<file path="src/rtl/bit_fifo_pkg.sv">
// Shared definitions for the bit_fifo family: default widths, the width
// helper used to derive count widths, and the packer state encodings.
package bit_fifo_pkg;

    // Number of bits needed to represent values 0..value-1.
    function automatic int clog2_w(input int value);
        int w;
        w = 0;
        for (int i = 0; i < 31; i++) begin
            if ((1 << i) < value) begin
                w = i + 1;
            end
        end
        return w;
    endfunction

    localparam int DEF_FIFO_IF_W = 48;
    localparam int DEF_FIFO_W    = 192;
    localparam int DEF_OUT_W     = 32;

    // Count widths hold 0..N inclusive, hence the +1.
    localparam int DEF_ADD_W    = clog2_w(DEF_FIFO_W + 1);
    localparam int DEF_IF_ADD_W = clog2_w(DEF_FIFO_IF_W + 1);
    localparam int DEF_CNT_W    = clog2_w(DEF_OUT_W + 1);

    typedef logic [1:0] state_t;

    localparam state_t ST_FILL  = 2'd0;
    localparam state_t ST_OUT   = 2'd1;
    localparam state_t ST_FDONE = 2'd2;

endpackage

</file>
<file path="src/rtl/bit_word_acc.sv">
// Word accumulator: merges 'take' new bits from data above the bits already
// held, LSB-first, and tracks how many bits are held.
module bit_word_acc
    import bit_fifo_pkg::*;
#(
    parameter int FIFO_IF_W = DEF_FIFO_IF_W,
    parameter int OUT_W     = DEF_OUT_W,
    parameter int CNT_W     = DEF_CNT_W,
    parameter int IF_ADD_W  = DEF_IF_ADD_W
) (
    input  logic                 clk,
    input  logic                 rst,
    input  logic                 clear,
    input  logic [IF_ADD_W-1:0]  take,
    input  logic [FIFO_IF_W-1:0] data,
    output logic [OUT_W-1:0]     acc,
    output logic [CNT_W-1:0]     acc_cnt
);

    logic [FIFO_IF_W-1:0]       masked;
    logic [FIFO_IF_W+OUT_W-1:0] shifted;

    // Keep only the requested bits and line them up above the held bits.
    always_comb begin
        masked = '0;
        for (int i = 0; i < FIFO_IF_W; i++) begin
            masked[i] = data[i] & (IF_ADD_W'(i) < take);
        end
        shifted = {{OUT_W{1'b0}}, masked} << acc_cnt;
    end

    // Accumulator register; clear empties it after a word is handed off.
    always_ff @(posedge clk) begin
        if (rst || clear) begin
            acc     <= '0;
            acc_cnt <= '0;
        end else if (take != '0) begin
            acc     <= acc | shifted[OUT_W-1:0];
            acc_cnt <= acc_cnt + CNT_W'(take);
        end
    end

endmodule

</file>
<file path="src/rtl/bit_word_packer.sv">
// Drains bit_fifo into fixed OUT_W-bit words on a valid/ready port, with a
// flush that forces out a zero-padded partial word.
// Define BIT_WORD_PACKER_MSB_FIRST_EN to present words bit-reversed (oldest
// bit at OUT_W-1, partial words left-aligned).
module bit_word_packer
    import bit_fifo_pkg::*;
#(
    parameter int FIFO_IF_W = DEF_FIFO_IF_W,
    parameter int FIFO_W    = DEF_FIFO_W,
    parameter int ADD_W     = DEF_ADD_W,
    parameter int IF_ADD_W  = DEF_IF_ADD_W,
    parameter int OUT_W     = DEF_OUT_W,
    parameter int CNT_W     = DEF_CNT_W
) (
    input  logic                 clk,
    input  logic                 rst,
    input  logic [ADD_W-1:0]     fifo_num_bits,
    input  logic [FIFO_IF_W-1:0] fifo_data_out,
    output logic                 fifo_rd,
    output logic [IF_ADD_W-1:0]  fifo_rd_num_bits,
    input  logic                 fifo_rd_error,
    input  logic                 flush_req,
    output logic                 flush_done,
    output logic [OUT_W-1:0]     word_data,
    output logic                 word_valid,
    input  logic                 word_ready,
    output logic                 word_last,
    output logic [CNT_W:0]       word_nbits,
    output logic                 rd_err_sticky
);

    localparam int MW = (ADD_W > CNT_W + 1) ? ADD_W : CNT_W + 1;

    if (OUT_W > FIFO_IF_W || OUT_W > FIFO_W) begin : g_cfg_check
        $error("bit_word_packer: OUT_W must not exceed FIFO_IF_W or FIFO_W");
    end

    state_t               state;
    state_t               state_nx;
    logic                 last_nx;
    logic                 flush_pend;
    logic [OUT_W-1:0]     acc;
    logic [CNT_W-1:0]     acc_cnt;
    logic [OUT_W-1:0]     ordered;
    logic                 acc_clear;
    logic [MW-1:0]        room;
    logic [MW-1:0]        avail;
    logic [MW-1:0]        take_w;
    logic [MW-1:0]        next_cnt;
    logic [MW-1:0]        left;
    logic [IF_ADD_W-1:0]  take;

    bit_word_acc #(
        .FIFO_IF_W (FIFO_IF_W),
        .OUT_W     (OUT_W),
        .CNT_W     (CNT_W),
        .IF_ADD_W  (IF_ADD_W)
    ) u_acc (
        .clk     (clk),
        .rst     (rst),
        .clear   (acc_clear),
        .take    (take),
        .data    (fifo_data_out),
        .acc     (acc),
        .acc_cnt (acc_cnt)
    );

    // Read sizing: fill the word as far as the FIFO allows, never over-read.
    always_comb begin
        room     = MW'(OUT_W) - MW'(acc_cnt);
        avail    = MW'(fifo_num_bits);
        take_w   = '0;
        if (state == ST_FILL) begin
            take_w = (room < avail) ? room : avail;
        end
        take     = IF_ADD_W'(take_w);
        next_cnt = MW'(acc_cnt) + take_w;
        left     = avail - take_w;
    end

    // Output-side bit ordering of the held word.
    always_comb begin
        ordered = '0;
`ifdef BIT_WORD_PACKER_MSB_FIRST_EN
        for (int i = 0; i < OUT_W; i++) begin
            ordered[OUT_W-1-i] = acc[i];
        end
`else
        ordered = acc;
`endif
    end

    // Port outputs decoded from the current state.
    always_comb begin
        fifo_rd          = (take_w != '0);
        fifo_rd_num_bits = take;
        word_valid       = (state == ST_OUT);
        word_data        = word_valid ? ordered : '0;
        word_nbits       = word_valid ? (CNT_W+1)'(acc_cnt) : '0;
        flush_done       = (state == ST_FDONE);
        acc_clear        = word_valid && word_ready;
    end

    // Next-state logic: word completion, flush of a partial word, flush
    // with nothing held, and handshake release.
    always_comb begin
        state_nx = state;
        last_nx  = word_last;
        case (state)
            ST_FILL: begin
                if (next_cnt == MW'(OUT_W)) begin
                    state_nx = ST_OUT;
                    last_nx  = flush_pend && (left == '0);
                end else if (flush_pend && (avail == '0)) begin
                    if (acc_cnt != '0) begin
                        state_nx = ST_OUT;
                        last_nx  = 1'b1;
                    end else begin
                        state_nx = ST_FDONE;
                    end
                end
            end
            ST_OUT: begin
                if (word_ready) begin
                    state_nx = word_last ? ST_FDONE : ST_FILL;
                    last_nx  = 1'b0;
                end
            end
            ST_FDONE: begin
                state_nx = ST_FILL;
            end
            default: begin
                state_nx = ST_FILL;
                last_nx  = 1'b0;
            end
        endcase
    end

    // Control registers; a flush request arriving in FDONE is absorbed.
    always_ff @(posedge clk) begin
        if (rst) begin
            state         <= ST_FILL;
            word_last     <= 1'b0;
            flush_pend    <= 1'b0;
            rd_err_sticky <= 1'b0;
        end else begin
            state         <= state_nx;
            word_last     <= last_nx;
            rd_err_sticky <= rd_err_sticky | fifo_rd_error;
            if (state == ST_FDONE) begin
                flush_pend <= 1'b0;
            end else if (flush_req) begin
                flush_pend <= 1'b1;
            end
        end
    end

endmodule
</file>
<file path="config.mk">
export PLATFORM = sky130hd
export DESIGN_NAME = bit_word_packer
export DESIGN_NICKNAME = d
export VERILOG_FILES = /design/src/rtl/bit_fifo_pkg.sv /design/src/rtl/bit_word_acc.sv /design/src/rtl/bit_word_packer.sv
export SDC_FILE = /design/constraint.sdc
export NUM_CORES = 1
export LEC_CHECK = 0
export ABC_AREA = 1
export CORE_MARGIN = 1
export CORE_UTILIZATION = 50
export CTS_BUF_LIST = sky130_fd_sc_hd__clkbuf_4 sky130_fd_sc_hd__clkbuf_8
export DETAILED_ROUTE_END_ITERATION = 10
export HOLD_SLACK_MARGIN = 0.12
export PLACE_DENSITY = 0.85
export SYNTH_ARGS = -nofsm -noshare
export SYNTH_HDL_FRONTEND = slang
export SYNTH_SLANG_ARGS = --single-unit
</file>
<file path="constraint.sdc">
create_clock -name clk -period 5.2 [get_ports clk]
set_input_delay 1.04 -clock clk [delete_from_list [all_inputs] [get_ports clk]]
set_output_delay 1.04 -clock clk [all_outputs]
set_load 0.05 [all_outputs]
</file>
==> out/results.tsv <==
stage	metric	value	unit
floorplan	starting density of the core	51.79	%
synth	Post-Syn Area	0.004808	mm^2
cts	CTS Sinks	43	
cts	CTS tree	yes	
synth	Synth warnings	0	
drt	Post-DRT Antenna Nets	0	
synth	Seq cells post-synth	43	
grt	pin count of the biggest net entering global routing	42	
sta	final hold vios	0	
grt	global-route wire length before repair	24.89	mm
grt	GR Util All Layers	30.91	%
synth	Post-Syn Instances	840	
synth	post-synthesis sequential area ratio	17.90	%
drt	wire per inst	14.39	um
cts	TritonCTS Buffers	5	
cts	CTS Root Cell	clkbuf_8	
floorplan	Die ar.	0.01001	mm^2
sta	crit share post-route	92.99	%
floorplan	# IOs	111	
worst_setup_path	Setup crit start kind	input port	
sta	Worst Tran Pin Value	1.135	ns
worst_setup_path	WS Path Type	input port to output pin	
sta	fmax	206.8	MHz
worst_setup_path	kind of end point of the critical path	output pin	
synth	Area contributors post-synth	nand3_1, dfxtp_1, nand2_1	
run_status	status	completed	
cts	post_cts resized	0	
worst_setup_path	WP data required	4.16	ns
synth	Yosys cell types	40	
synth	ys flop type	dfxtp_1	
cts	Max Root-Sink Buffers	2	
cts	hold_buf cts	0	
finish	layout cell share with drive strength beyond 1	7.886	%
grt	number of global-route vias before repair	5386	
sta	slew margin rel.	24.24	%
synth	syn_nets	923	
drt	DR pass1 iterations	5	
grt	initial antenna violation count	0	
sta	crit path time final	4.835	ns
flow_run	Max-Cap Viols	0	
sta	skew final	0.004547	ns
floorplan	row cnt	35	
cts	clock latency at the later pin of the worst-skew pair	0.30	ns
synth	asr flop ratio synth	0	%
hold_path	Worst Hold Class	register to register	
floorplan	DIE WIDTH	100.1	um
synth	Post-synth top cells	nand3_1, nand2_1, nor2_1	
finish	Antenna diodes	0	
drt	DRT iter0 DRCs	637	
sta	RSZ-0062 raised after global routing	no	
synth	Post-synth EDFFs	0	
placed_design	GPL Wtd Cong	0.9976	
drt	Post-Route WL	15.00	mm
placed_design	I/O Buffers	93	
worst_setup_path	CP max FO	11	
cts	clk slew on worst S/H paths	0.08	ns
drt	DRC errors left	0	
placed_design	DP Wirelength	11.48	mm
drt	via/cell ratio	5.593	
synth	top cell type's share of synthesized area	22.38	%
grt	GRT Residual Overflow	0	
synth	Post-Syn Area per Cell	5.724	um^2
finish	P&R area growth vs syn	24.67	%
cts	htree depth	2	
synth	post-synth top area cell	nand3_1	
floorplan	Die H	100.1	um
drt	vias post-DR	5828	
floorplan	core area	0.009284	mm^2
sta	# setup viols final	0	
sta	Slew Limit Fails	0	
finish	Nets	995	
sta	Setup TNS	0	ns
worst_setup_path	WP data arrival	3.80	ns
cts	Setup Fix Bufs, Post-CTS	0	
synth	count leader, synth	nand3_1	
[metal layers]
metal	track usage, %	routed length (um)
met2	55.49	7419
met3	3.412	1026
met5	0	0
met1	38.28	6181
met4	10.70	371
[metrics by stage]
stage | cells | instance area (um^2) | setup WS, ns | utilization [%] | hold WS [ns]
after floorplan | 840 | 4808 | 0.3203 | - | 0.4362
after global placement | 1034 | 5857 | 0.3173 | 63.09 | 0.4442
after detailed placement | 1034 | 5857 | 0.2469 | 63.09 | 0.4519
after CTS | 1042 | 5993 | 0.3124 | 64.56 | 0.4642
after global routing | 1042 | 5995 | 0.008758 | 64.57 | 0.4848
final | 1042 | 5995 | 0.3646 | 64.57 | 0.4615
[path summary, 6_finish.rpt]
| kind | startpoint | to | slack (ns) | cells after the start |
|---|---|---|---|---|
| worst min register to register | u_acc.acc[13] | u_acc.acc[13] | 0.46 | 2 |
| worst max register to register | u_acc.acc_cnt[4] | word_last | 0.51 | 27 |
| worst min-delay path | u_acc.acc[13] | u_acc.acc[13] | 0.46 | 2 |
| worst max-delay path | fifo_num_bits[7] | fifo_rd | 0.36 | 15 |
[cells by family (layout without fill, tap and decap cells)]
logic type,count (synthesis),in the layout,share of synthesized area (%)
adders and majority gates,22,22,5.881
other,1,1,0.07799
DFF,43,43,17.90
AOI/OAI and AO/OA,82,82,9.081
and+or+nand+nor,540,540,52.12
xor gates and xnor gates,13,13,2.368
buffers and inverters,139,212,12.57
[registers in the layout, summed over array words and instances, names as in the netlist]
signal         flops
u_acc.acc         32
u_acc.acc_cnt      6
state              2
flush_pend         1
rd_err_sticky      1
word_last          1
[critical path: stages]
cell and delay (ns):
clkdlybuf4s50_1 0.49, inv_1 0.09, ha_1 0.31, a21oi_1 0.15
o21a_1 0.25, buf_4 0.19, nand3_1 0.10, nand3_2 0.09
buf_4 0.16, nand2_4 0.07, nor2_4 0.25, nand2_4 0.12
inv_4 0.15, nand3b_1 0.15, buf_12 0.18
[final cells by class]
type                            count  area (um^2)
Multi-Input combinational cell    658         3347
Fill cell                         873         3289
Timing Repair Buffer              109         1121
Sequential cell                    43        862.1
Inverter                           95        366.6
Tap cell                          129        161.4
Clock buffer                        6        76.32
Clock inverter                      2        60.06
[cell usage in the layout, fill, tap and decap left out, types with 15 or more instances in the layout]
cell type,count
nand3_1,215
nand2_1,185
nor2_1,89
clkdlybuf4s50_1,86
inv_1,85
a21oi_1,55
dfxtp_1,42
ha_1,21
buf_4,16
o21ai_0,15
Power is left out: the tool's default activity adds up to more than one toggle a clock period on the data nets, which glitch-free logic cannot reach.
